## src/rtl/dmem_pkg.sv

```systemverilog
// Shared state type and default geometry for the data-memory arbiter.
package dmem_pkg;

  localparam int DMEM_ADDR_W = 16;
  localparam int DMEM_DATA_W = 64;
  localparam int DMEM_DEPTH  = 16;

  typedef enum logic [1:0] {
    IDLE   = 2'd0,
    ACCESS = 2'd1,
    DONE   = 2'd2
  } dmem_state_t;

endpackage

```

## src/rtl/rr_arbiter.sv

```systemverilog
// Combinational round-robin picker: first set request scanning upward from rr_ptr, with wrap.
module rr_arbiter #(
  parameter int NUM_CORES = 4,
  parameter int IDX_W     = (NUM_CORES > 1) ? $clog2(NUM_CORES) : 1
) (
  input  logic [NUM_CORES-1:0] req,
  input  logic [IDX_W-1:0]     rr_ptr,
  output logic [NUM_CORES-1:0] gnt,
  output logic [IDX_W-1:0]     gnt_idx,
  output logic                 gnt_valid
);

  always_comb begin
    int               pos;
    logic [IDX_W-1:0] sel;
    gnt       = '0;
    gnt_idx   = '0;
    gnt_valid = 1'b0;
    pos       = 0;
    sel       = '0;
    for (int k = 0; k < NUM_CORES; k++) begin
      pos = int'(rr_ptr) + k;
      if (pos >= NUM_CORES) pos = pos - NUM_CORES;
      sel = IDX_W'(pos);
      if (!gnt_valid && req[sel]) begin
        gnt_valid = 1'b1;
        gnt[sel]  = 1'b1;
        gnt_idx   = sel;
      end
    end
  end

endmodule

```

## src/rtl/dmem_arbiter.sv

```systemverilog
// Round-robin arbiter in front of the shared data RAM; one access in flight, out-of-range flagged.
// Optional grant/conflict counters are built when DMEM_ARB_STATS_EN is defined.
//
// state  | meaning
// IDLE   | waiting for a request; winner's addr/data/we latched on the leaving edge
// ACCESS | RAM strobe (mem_rd or mem_wr) high for this single cycle
// DONE   | core_ack/core_err pulse to the winner; rr_ptr moves past it
module dmem_arbiter
  import dmem_pkg::*;
#(
  parameter int NUM_CORES = 4,
  parameter int ADDR_W    = DMEM_ADDR_W,
  parameter int DATA_W    = DMEM_DATA_W,
  parameter int MEM_DEPTH = DMEM_DEPTH
) (
  input  logic                        clk,
  input  logic                        rst,
  input  logic [NUM_CORES-1:0]        core_req,
  input  logic [NUM_CORES-1:0]        core_we,
  input  logic [NUM_CORES*ADDR_W-1:0] core_addr,
  input  logic [NUM_CORES*DATA_W-1:0] core_wdata,
  output logic [NUM_CORES-1:0]        core_ack,
  output logic                        core_err,
  output logic [DATA_W-1:0]           core_rdata,
  output logic [ADDR_W-1:0]           mem_addr,
  output logic [DATA_W-1:0]           mem_wdata,
  output logic                        mem_wr,
  output logic                        mem_rd,
  input  logic [DATA_W-1:0]           mem_rdata
`ifdef DMEM_ARB_STATS_EN
  ,
  output logic [NUM_CORES*16-1:0]     stat_grants,
  output logic [15:0]                 stat_conflicts
`endif
);

  localparam int IDX_W = (NUM_CORES > 1) ? $clog2(NUM_CORES) : 1;
  localparam logic [ADDR_W:0] DEPTH_LIM = (ADDR_W+1)'(MEM_DEPTH);

  dmem_state_t          state;
  logic [IDX_W-1:0]     rr_ptr;
  logic [IDX_W-1:0]     cur;
  logic [NUM_CORES-1:0] cur_onehot;
  logic                 cur_err;
  logic                 mem_wr_q;

  logic [NUM_CORES-1:0] gnt_onehot;
  logic [IDX_W-1:0]     gnt_idx;
  logic                 req_any;
  logic [ADDR_W-1:0]    sel_addr;
  logic [DATA_W-1:0]    sel_wdata;
  logic                 sel_we;
  logic                 sel_err;
  logic [IDX_W-1:0]     ptr_next;

  rr_arbiter #(
    .NUM_CORES(NUM_CORES),
    .IDX_W    (IDX_W)
  ) u_rr (
    .req      (core_req),
    .rr_ptr   (rr_ptr),
    .gnt      (gnt_onehot),
    .gnt_idx  (gnt_idx),
    .gnt_valid(req_any)
  );

  assign sel_addr  = core_addr[int'(gnt_idx)*ADDR_W +: ADDR_W];
  assign sel_wdata = core_wdata[int'(gnt_idx)*DATA_W +: DATA_W];
  assign sel_we    = core_we[gnt_idx];
  assign sel_err   = {1'b0, sel_addr} >= DEPTH_LIM;
  assign ptr_next  = (cur == IDX_W'(NUM_CORES-1)) ? '0 : cur + 1'b1;

  // A store caught in ACCESS by reset must not reach the RAM on that edge.
  assign mem_wr = mem_wr_q & ~rst;

  always_ff @(posedge clk) begin
    if (rst) begin
      state      <= IDLE;
      rr_ptr     <= '0;
      cur        <= '0;
      cur_onehot <= '0;
      cur_err    <= 1'b0;
      mem_wr_q   <= 1'b0;
      mem_rd     <= 1'b0;
      mem_addr   <= '0;
      mem_wdata  <= '0;
      core_ack   <= '0;
      core_err   <= 1'b0;
      core_rdata <= '0;
    end else begin
      unique case (state)
        IDLE: begin
          if (req_any) begin
            cur        <= gnt_idx;
            cur_onehot <= gnt_onehot;
            cur_err    <= sel_err;
            mem_addr   <= sel_addr;
            mem_wdata  <= sel_wdata;
            mem_wr_q   <= !sel_err && sel_we;
            mem_rd     <= !sel_err && !sel_we;
            state      <= ACCESS;
          end
        end
        ACCESS: begin
          mem_wr_q <= 1'b0;
          mem_rd   <= 1'b0;
          if (cur_err)     core_rdata <= '0;
          else if (mem_rd) core_rdata <= mem_rdata;
          core_ack <= cur_onehot;
          core_err <= cur_err;
          state    <= DONE;
        end
        DONE: begin
          core_ack <= '0;
          core_err <= 1'b0;
          rr_ptr   <= ptr_next;
          state    <= IDLE;
        end
        default: state <= IDLE;
      endcase
    end
  end

`ifdef DMEM_ARB_STATS_EN
  logic conflict;
  assign conflict = (core_req & (core_req - NUM_CORES'(1))) != '0;

  always_ff @(posedge clk) begin
    if (rst) begin
      stat_grants    <= '0;
      stat_conflicts <= '0;
    end else begin
      if (state == IDLE && conflict && stat_conflicts != 16'hFFFF)
        stat_conflicts <= stat_conflicts + 16'd1;
      if (state == DONE && stat_grants[int'(cur)*16 +: 16] != 16'hFFFF)
        stat_grants[int'(cur)*16 +: 16] <= stat_grants[int'(cur)*16 +: 16] + 16'd1;
    end
  end
`endif

endmodule
```

## config.mk

```make
export PLATFORM = sky130hd
export DESIGN_NAME = dmem_arbiter
export DESIGN_NICKNAME = d
export VERILOG_FILES = /design/src/rtl/dmem_pkg.sv /design/src/rtl/rr_arbiter.sv /design/src/rtl/dmem_arbiter.sv
export SDC_FILE = /design/constraint.sdc
export NUM_CORES = 1
export LEC_CHECK = 0
export ABC_CLOCK_PERIOD_IN_PS = 3800
export CAP_MARGIN = 20
export CORE_AREA = 5 5 210 212
export DETAILED_ROUTE_END_ITERATION = 10
export DIE_AREA = 0 0 215 217
export PLACE_DENSITY = 0.51
export SLEW_MARGIN = 5
export SYNTH_ARGS = -nofsm -noshare
export SYNTH_HDL_FRONTEND = slang
export SYNTH_HIERARCHICAL = 1
export SYNTH_SLANG_ARGS = --single-unit
```

## constraint.sdc

```tcl
create_clock -name clk -period 3.8 [get_ports clk]
set_input_delay 0.76 -clock clk [delete_from_list [all_inputs] [get_ports clk]]
set_output_delay 0.76 -clock clk [all_outputs]
set_load 0.02 [all_outputs]
```

# Yosys cells after proc, flatten, opt, wreduce, memory -nomap -nowiden
# Index checks and enable logic that the tools add are counted.
[classes] addsub=8 mul=0 div=0 order_cmp=14 eq_ne=4 n_shift=2 muxes=45 bitwise=5 n_reduce_logical=21
[ops] cell="$shiftx A256 B9 Y64" n=1
[ops] cell="$mux W64" n=2
[ops] cell="$shiftx A64 B7 Y16" n=1
[ops] cell="$mux W2" n=10
[ops] cell="$ge A16 B5 Y1 const B" n=1
[ops] cell="$mux W4" n=4
[ops] cell="$lt A2 B3 Y1 const B" n=5
[ops] cell="$mux W1" n=15
[ops] cell="$or A4 B4 Y4" n=3
[ops] cell="$bmux W1 S2" n=5
[ops] cell="$ge A3 B3 Y1 const B" n=3
[ops] cell="$logic_and A1 B1 Y1" n=9
[ops] cell="$demux W1 S2" n=4
[ops] cell="$ge A2 B1 Y1 const B" n=4
[ops] cell="$pmux W4 S2" n=1
[ops] cell="$sub A2 B1 Y2 const B" n=4
[ops] cell="$add A2 B2 Y3 const B" n=2
[ops] cell="$pmux W1 S2" n=3
[ops] cell="$reduce_and A2 Y1" n=3
[ops] cell="$reduce_bool A2 Y1" n=3
[ops] cell="$logic_not A1 Y1" n=5
[ops] cell="$eq A2 B2 Y1 const B" n=2
[ops] cell="$pmux W2 S2" n=1
[ops] cell="$add A2 B1 Y3 const B" n=1
[ops] cell="other kinds (7)" n=7
[totals] ff_bits=162 latchBits=0 ramBits=0 rom_bits=0 in_bits=394 word_cells=111 mem_count=0

# Depth between registers and ports, before layout
# Gate-level depths: netlist (run 1).
[logic_depth] depth_word=20 mapped_depth=15 depth_no_buf=10

# Modules after synthesis
# The synthesis (run 1) kept the hierarchy.
[modules_own_cells] module="dmem_arbiter" instances=1 cells_each=822 area_each_um2=7827.5 seq_area_each_um2=3243.1
[modules_own_cells] module="rr_arbiter" instances=1 cells_each=45 area_each_um2=421.7 seq_area_each_um2=0.0

# Worst setup path after synthesis (run 1)
# No wires, ideal clock.
[synth_timing] path_kind="flip-flop to flip-flop" startpoint="reg rr_ptr[0]" endpoint="reg cur_err" setup_time_ns=0.119 arrival_time_ns=3.173 path_slack_ns=0.509 path_stages_with_launch=15 path_buffers=4 period_less_slack_ns=3.291 cell_sequence="dfxtp_1 -> buf_6 -> inv_1 -> ha_1 -> mux4_2 -> buf_6 -> and2b_2 -> o21ai_0 -> o31ai_1 -> buf_6 -> buf_6 -> mux4_2 -> nor4_1 -> nand2_1 -> o221a_1"
[synth_between] elab_chain_cells=16 word_cells_on_any_way=40
[synth_lines] item="start: declaration" line="dmem_arbiter.sv:41" source="logic [IDX_W-1:0] rr_ptr;"
[synth_lines] item="start signal: assignment" line="dmem_arbiter.sv:116" source="rr_ptr <= ptr_next;"
[synth_lines] item="parallel branches: the longest is 13 deep, another holds $add A2 B1 Y3"
[synth_lines] item="$mux W2 *" line="rr_arbiter.sv:25" source="if (!gnt_valid && req[sel]) begin"
[synth_lines] item="via gnt_idx[0]" line="dmem_arbiter.sv:48" source="logic [IDX_W-1:0] gnt_idx;"
[synth_lines] item="$shiftx A64 B7 Y16 *" line="dmem_arbiter.sv:67" source="assign sel_addr = core_addr[int'(gnt_idx)*ADDR_W +: ADDR_W];"
[synth_lines] item="$ge A16 B5 Y1 *" line="dmem_arbiter.sv:70" source="assign sel_err = {1'b0, sel_addr} >= DEPTH_LIM;"
[synth_lines] item="end signal: assignment" line="dmem_arbiter.sv:96" source="cur_err <= sel_err;"
[synth_lines] item="end: declaration" line="dmem_arbiter.sv:44" source="logic cur_err;"
# Mark *: on every way through the listed nets, which the timed path passes. The select of a mux whose other input is x is not followed.
# A chain may end at the register's enable or synchronous reset.

# Worst setup path after layout (run 1)
[layout_timing] startpoint="in core_req[3]" endpoint="reg cur_err"
[layout_between] elab_chain_cells=14 word_cells_on_any_way=25
[layout_lines] item="start: declaration" line="dmem_arbiter.sv:18" source="input logic [NUM_CORES-1:0] core_req,"
[layout_lines] item="$bmux W1 S2" line="rr_arbiter.sv:25"
[layout_lines] item="$mux W1 (not written as such)" line="rr_arbiter.sv:25"
[layout_lines] item="$mux W1" line="rr_arbiter.sv:25"
[layout_lines] item="$logic_not A1 Y1" line="rr_arbiter.sv:25"
[layout_lines] item="$logic_and A1 B1 Y1" line="rr_arbiter.sv:25"
[layout_lines] item="$mux W1" line="rr_arbiter.sv:25"
[layout_lines] item="$logic_not A1 Y1" line="rr_arbiter.sv:25"
[layout_lines] item="$logic_and A1 B1 Y1" line="rr_arbiter.sv:25"
[layout_lines] item="$mux W1" line="rr_arbiter.sv:25"
[layout_lines] item="$logic_not A1 Y1" line="rr_arbiter.sv:25"
[layout_lines] item="$logic_and A1 B1 Y1" line="rr_arbiter.sv:25"
[layout_lines] item="$mux W2 *" line="rr_arbiter.sv:25"
[layout_lines] item="via gnt_idx[0]" line="dmem_arbiter.sv:48"
[layout_lines] item="$shiftx A64 B7 Y16 *" line="dmem_arbiter.sv:67"
[layout_lines] item="$ge A16 B5 Y1 *" line="dmem_arbiter.sv:70"
# Mark *: on every way through the listed nets, which the timed path passes. The rest lies on a longest branch. The select of a mux whose other input is x is not followed.

==> metrics, run 1 <==
slowest stage delay, CP 0.59 ns; Avg Cell Area, Syn 9.515 sq um; largest cells by area after synthesis dfxtp_1 (39%), mux4_2 (23%), a21oi_1 (9.5%); Worst Hold Class reg2reg; Peak VDD IR 0.1975 mV; Core Region 0.04176 sq mm; Clock Path Buffers 2; Die Wd 215 microns; Slew @ Worst Pin 0.8490 ns; Seq pwr share 0.319; fin util 0.3635; Die Area 0.04666 sq mm; fraction of registers with async set/reset 0; period utilization 0.9383; first-pass iteration count of the detailed router 4; post-synthesis instance total 867; setup violators final 0; WP data arrival 3.90 ns; Internal 4.271 mW; crit path kind in2reg; clock-pin slew on the worst setup and hold paths 0.07 ns; Rows 75; largest net degree at the start of global routing 162; Die H 217 microns; RD Place Congestion 0.8804; logic gate share of total power 0.391; Final HPWL DP 32860 microns; Hold Violations, Final 0; cts bufs inserted 17; initial antenna violation count 9; Worst-Skew Late Latency 0.45 ns; number of routed nets with antenna violations 0; DRC 0; CP top delay family multiplexers; Seq/Total Area, Yosys 0.3931; share of cells above drive strength 1 0.1250; post-DR wirelength/cell 20.57 microns; WP buf/inv 4; Netlist Area Pre-Place 0.008249 sq mm; vias per inst 4.413; setup slack after layout 0.2344 ns; status completed; prevailing post-synth register cell dfxtp_1; commonest cells in the netlist nand2_1 (175), dfxtp_1 (162), a21oi_1 (157), mux4_2 (83), nor2_1 (76); critical path data required time 4.14 ns; first-pass GRT wire length 58530 microns; Post-synth EDFFs 0; Sw Share 0.3120; FILL cells 4244; Area Overhead vs Synth 84.00%; met2 routed WL 20490 microns; Cell Chain, Critical Path clkdlybuf4s50_1 > mux4_1 > nor2b_1 > nor2_1 > o31ai_4 > buf_12 > buf_4 > mux4_2 > nor4_2 > buf_4 > nand2b_1 > o221a_1; CTS sink cnt 162; I/O Buffers 544; max-cap violations 0; Hold Startpoint mem_wdata[59]; WL final 40390 microns; area occupied by multi-input gates 0.004679 sq mm; syn nets 1270; Slew Limit Fails 0; worst clock skew 0.01007 ns; count of cell types in the netlist 36; CP endpoint kind flop; Critical Path Source Type input pin; initial drt markers 442; post-layout minimum cycle time 3.566 ns; CTS tree yes; clock share of power 0.290; Congestion Overflow GR 0; YS warnings 6; Synth area leader dfxtp_1; DR top layer met4; relative slew slack 0.4340; IO Pins 545; Max Fclk 280.5 MHz; Tot GR Track Use 0.1666; Synth top area share 0.3931; crit-path max FO 13; Most common cell on crit path buf_4; clock root buffer clkbuf_16; RR Startpoint rr_ptr[1]; wl on met1 15540 microns; most frequent cell after synthesis nand2_1; metal3 WL 3111 microns; unrepaired setup endpoints after global routing false; Post-CTS Resized 0; Pwr per Cell Area 409.0 mW/mm^2; initial core utilization 0.1975; H-Tree Depth 4; CP max stage cell mux4_1; postcts setup bufs 0; beginning of the critical path core_req[3]; cts hold-fix bufs 0; vias in the first global route 9104; Final #Nets 1807; DR vias 8662; pre-CTS setup slack -0.2290 ns; Switch Pwr 1.937 mW; register area 0.003244 sq mm; synthesized flop and latch total 162; P_leak 5.365 nW
-- power by group through the flow --
stage               registers (mW)  clock network (mW)  logic [mW]
floorplan                     2.23                   0        1.03
global placement              2.01                   0        2.47
detailed placement            2.02                   0        2.48
CTS                           1.98                1.88        2.49
global route                  2.00                1.94        2.62
finish                        1.98                1.80        2.43
-- final cells by class --
cell class	instances	share of cell area
Timing Repair Buffer	597	0.3908
Multi-Input combinational cell	619	0.3083
Sequential cell	162	0.2137
Tap cell	539	0.04443
Clock buffer	21	0.03099
Clock inverter	10	0.008656
Inverter	7	0.001731
Antenna cell	8	0.001319
-- final timing paths --
check	slack [ns]	to	cells after the start
worst max register to register	0.49	cur_err	14
worst min register to register	0.45	mem_wdata[59]	2
worst min-delay path	0.45	mem_wdata[59]	2
worst max-delay path	0.23	cur_err	12
-- worst register-to-register path, stage by stage (launching register included) --
cell      delay, ns
dfxtp_1        0.33
inv_1          0.08
ha_1           0.39
mux4_2         0.33
and2b_2        0.23
o21ai_0        0.07
buf_4          0.15
o31ai_4        0.07
buf_12         0.20
buf_4          0.15
mux4_2         0.51
nor4_2         0.29
buf_4          0.16
nand2b_1       0.05
o221a_1        0.20
-- through the flow --
step	total power, mW	area [sq um]	hold WS, ns	setup TNS, ns	cells
CTS	6.347	15160	0.4550	0	1955
floorplan	3.258	8249	0.4364	0	867
global placement	4.483	14560	0.4413	-0.3333	1924
global route	6.568	15170	0.4696	0	1961
detailed placement	4.500	14560	0.4456	-0.9507	1924
finish	6.208	15180	0.4524	0	1963
-- cells in the final DEF, fill, tap and decap left out, types with 2 or more instances in the layout --
cell	n
o21ai_0	7
nand3_1	2
a22oi_1	8
clkdlybuf4s50_1	543
a21oi_1	157
buf_12	7
inv_1	7
nand2b_1	5
mux4_2	83
bufinv_16	3
nand3b_1	2
clkbuf_16	17
nor4_1	3
mux4_1	2
ha_1	9
nor3b_1	64
buf_4	46
nand2_1	174
nor2b_1	6
mux2i_1	4
diode_2	8
nor2_1	76
clkinv_2	5
dfxtp_1	161
nor3_1	2
clkbuf_8	3
-- routing by layer --
| metal | vias to the layer above | track usage |
|---|---|---|
| met3 | 50 | 0.05586 |
| met5 | - | 0 |
| met4 | 0 | 0.07254 |
| met1 | 4066 | 0.1845 |
| li1 | 4172 | - |
| met2 | 374 | 0.2928 |
-- logic make-up after synthesis --
group                    after synthesis  synth area share
AND/OR/NAND/NOR                      341            0.1954
AO/OA/AOI/OAI                        179            0.1135
flip-flops                           162            0.3931
multiplexers                          90            0.2392
buffers and inverters                 86           0.04520
adder cells (fa/ha/maj)                9           0.01365
-- flip-flops by register name, summed over array words and instances (netlist names), 2 cells and up --
signal and cells:
core_ack 4, core_rdata 64, cur 2, cur_onehot 4, mem_addr 16, mem_wdata 64, rr_ptr 2, state 2
Note: power is estimated with default switching activity, not from simulation.
==> run 2, diff against run 1 <==
--- a/config.mk
+++ b/config.mk
@@ -5,7 +5,7 @@
 export SDC_FILE = /design/constraint.sdc
 export NUM_CORES = 1
 export LEC_CHECK = 0
-export ABC_CLOCK_PERIOD_IN_PS = 3800
+export ABC_CLOCK_PERIOD_IN_PS = 3350
 export CAP_MARGIN = 20
 export CORE_AREA = 5 5 210 212
 export DETAILED_ROUTE_END_ITERATION = 10
==> constraint.sdc (replaced) <==
create_clock -name clk -period 3.35 [get_ports clk]
set_input_delay 0.67 -clock clk [delete_from_list [all_inputs] [get_ports clk]]
set_output_delay 0.67 -clock clk [all_outputs]
set_load 0.02 [all_outputs]
==> metrics, run 2 (synthesis results as in run 1) <==
setup violators final 0 (unchanged); H-Tree Depth 4 (unchanged); Hold Violations, Final 0 (unchanged); WP data arrival 3.62 ns (-0.28 ns); relative slew slack 0.3804 (-0.05363); CP top delay family multiplexers; WL final 41420 microns (+2.6%); Slew Limit Fails 0 (unchanged); Slew @ Worst Pin 0.9295 ns (+0.08045 ns); most frequent cells in the layout clkdlybuf4s50_1 (539), nand2_1 (173), dfxtp_1 (160); biggest regs core_rdata (64), mem_wdata (64), mem_addr (16); CTS tree yes; WP buf/inv 4 (unchanged); post-DR wirelength/cell 20.94 microns (+1.8%); Die H 217 microns (unchanged); status completed; Final #Nets 1824 (+0.94%); first-pass GRT wire length 59970 microns (+2.5%); post-layout minimum cycle time 3.272 ns; Die Area 0.04666 sq mm (unchanged); vias in the first global route 9135 (+0.34%); CP endpoint kind flop; clock-pin slew on the worst setup and hold paths 0.07 ns (about the same); Peak VDD IR 0.3166 mV (+60%); Worst-Skew Late Latency 0.45 ns (about the same); Core Region 0.04176 sq mm (unchanged); Congestion Overflow GR 0 (unchanged); Worst path depth 12 (unchanged); initial core utilization 0.1975 (unchanged); initial antenna violation count 5 (-4); worst clock skew 0.009527 ns (-0.0005433 ns); worst hold slack 0.4526 ns (+0.0001370 ns); first-pass iteration count of the detailed router 4 (unchanged); CTS sink cnt 162 (unchanged); commonest non-fill, non-tap cell in the layout clkdlybuf4s50_1; beginning of the critical path core_req[3]; IO Pins 545 (unchanged); RR Endpoint cur_err; cts bufs inserted 17 (unchanged); Die Wd 215 microns (unchanged); Cell Chain, Critical Path dlygate4sd2_1 > buf_4 > mux4_2 > buf_6 > nor4b_4 > nor2_4 > a32o_4 > mux4_2 > nor4_2 > buf_4 > nand2_2 > o221a_1; vias per inst 4.421 (+0.18%); Clock Path Buffers 2 (unchanged); Setup TNS Final 0 ns (unchanged); Reg2Reg Depth 11 (-3); RR Startpoint rr_ptr[0]; Rows 75 (unchanged); DRC 0 (unchanged); Max Fclk 305.6 MHz; initial drt markers 421 (-4.8%); slowest stage delay, CP 0.52 ns (-0.07 ns); Pwr per Cell Area 469.8 mW/mm^2 (+15%); max-cap violations 0 (unchanged); Worst Hold Class reg2reg; period utilization 0.9769; CP max stage cell mux4_2; P_leak 5.522 nW (+2.9%); share of cells above drive strength 1 0.1457 (+0.02075); DR vias 8744 (+0.95%); crit path kind in2reg; crit-path max FO 8 (-5); largest net degree at the start of global routing 79 (-51%); I/O Buffers 544 (unchanged); CP Capture Point cur_err; critical path data required time 3.69 ns (-0.45 ns); Critical Path Source Type input pin; RD Place Congestion 0.8663 (-1.6%); clock root buffer clkbuf_16; Area Overhead vs Synth 87.87%; r2r setup slk 0.11 ns (-0.38 ns); number of routed nets with antenna violations 0 (unchanged); Final HPWL DP 33090 microns (+0.68%); Tot GR Track Use 0.1713 (+0.004678)
-- run 2: cell types whose count changed in the layout (fill, tap and decap cells not counted), sizes merged --
cell | before | now
buf | 54 | 70
clkdlybuf4s50 | 543 | 539
diode | 8 | 5
dlymetal6s2s | 0 | 3
clkinvlp | 1 | 3
a32o | 1 | 2
bufinv | 3 | 4
clkbuf | 21 | 20
clkinv | 5 | 4
dlygate4sd2 | 0 | 1
-- run 2: how the worst min path moves through the flow --
stage / slack, ns / depth (start not counted) / from / end
3_3_place_gp: 0.44 / 2 / mem_wdata[51] / mem_wdata[51]
2_1_floorplan: 0.44 / 2 / cur_onehot[3] / cur_onehot[3]
4_1_cts: 0.44 / 2 / rst / mem_wdata[8]
5_1_grt: 0.46 / 2 / rst / mem_wdata[11]
3_5_place_dp: 0.45 / 2 / mem_wdata[46] / mem_wdata[46]
6_report: 0.45 / 2 / mem_addr[3] / mem_addr[3]
-- run 2: timing repair --
| item | CTS | global route |
|---|---|---|
| endpoints found under the setup margin | 7 | 54 |
| pin swaps | 8 | 7 |
| setup buffers | 8 | 6 |
| hold endpoints to repair | 0 | 0 |
| cloned | 2 | 0 |
| gates resized for setup | 17 | 14 |
| hold buffers | 0 | 0 |
-- run 2: cell type report --
type / instances / area, sq um
Sequential cell: 162 / 3248
Tap cell: 539 / 674.4
Antenna cell: 5 / 12.51
Inverter: 7 / 26.28
Clock inverter: 12 / 178.9
Multi-Input combinational cell: 620 / 4757
Fill cell: 4249 / 26260
Timing Repair Buffer: 613 / 6133
Clock buffer: 20 / 466.7
-- run 2: tightest hold or removal path: stages (launching register included) --
cell     delay, ns
dfxtp_1       0.31
nand2_1       0.05
a21oi_1       0.05
-- run 2: metal layers --
layer / track usage / part of all wire / up-vias
met1: 0.1911 / 0.39 / 4162
met4: 0.05099 / 0.024 / 0
met3: 0.04864 / 0.065 / 30
li1: - / - / 4202
met5: 0 / 0 / -
met2: 0.3176 / 0.52 / 350
-- run 2: stage by stage --
step / util / power [mW] / worst slack [ns] / instance area (sq um) / cells
2_1_floorplan: - / 3.696 / 0.05851 / 8249 / 867
3_5_place_dp: 0.3491 / 5.109 / -0.5465 / 14580 / 1925
3_3_place_gp: 0.3491 / 5.090 / -0.5505 / 14580 / 1925
4_1_cts: 0.3687 / 7.394 / 0.0007243 / 15400 / 1967
5_1_grt: 0.3709 / 7.674 / -0.01265 / 15490 / 1975
6_report: 0.3711 / 7.280 / 0.07754 / 15500 / 1978
-- run 2: power by group --
group / total [mW] / switching (mW) / internal, mW
combinational: 2.87 / 1.33 / 1.54
sequential: 2.25 / 0.107 / 2.14
clock: 2.16 / 0.856 / 1.31
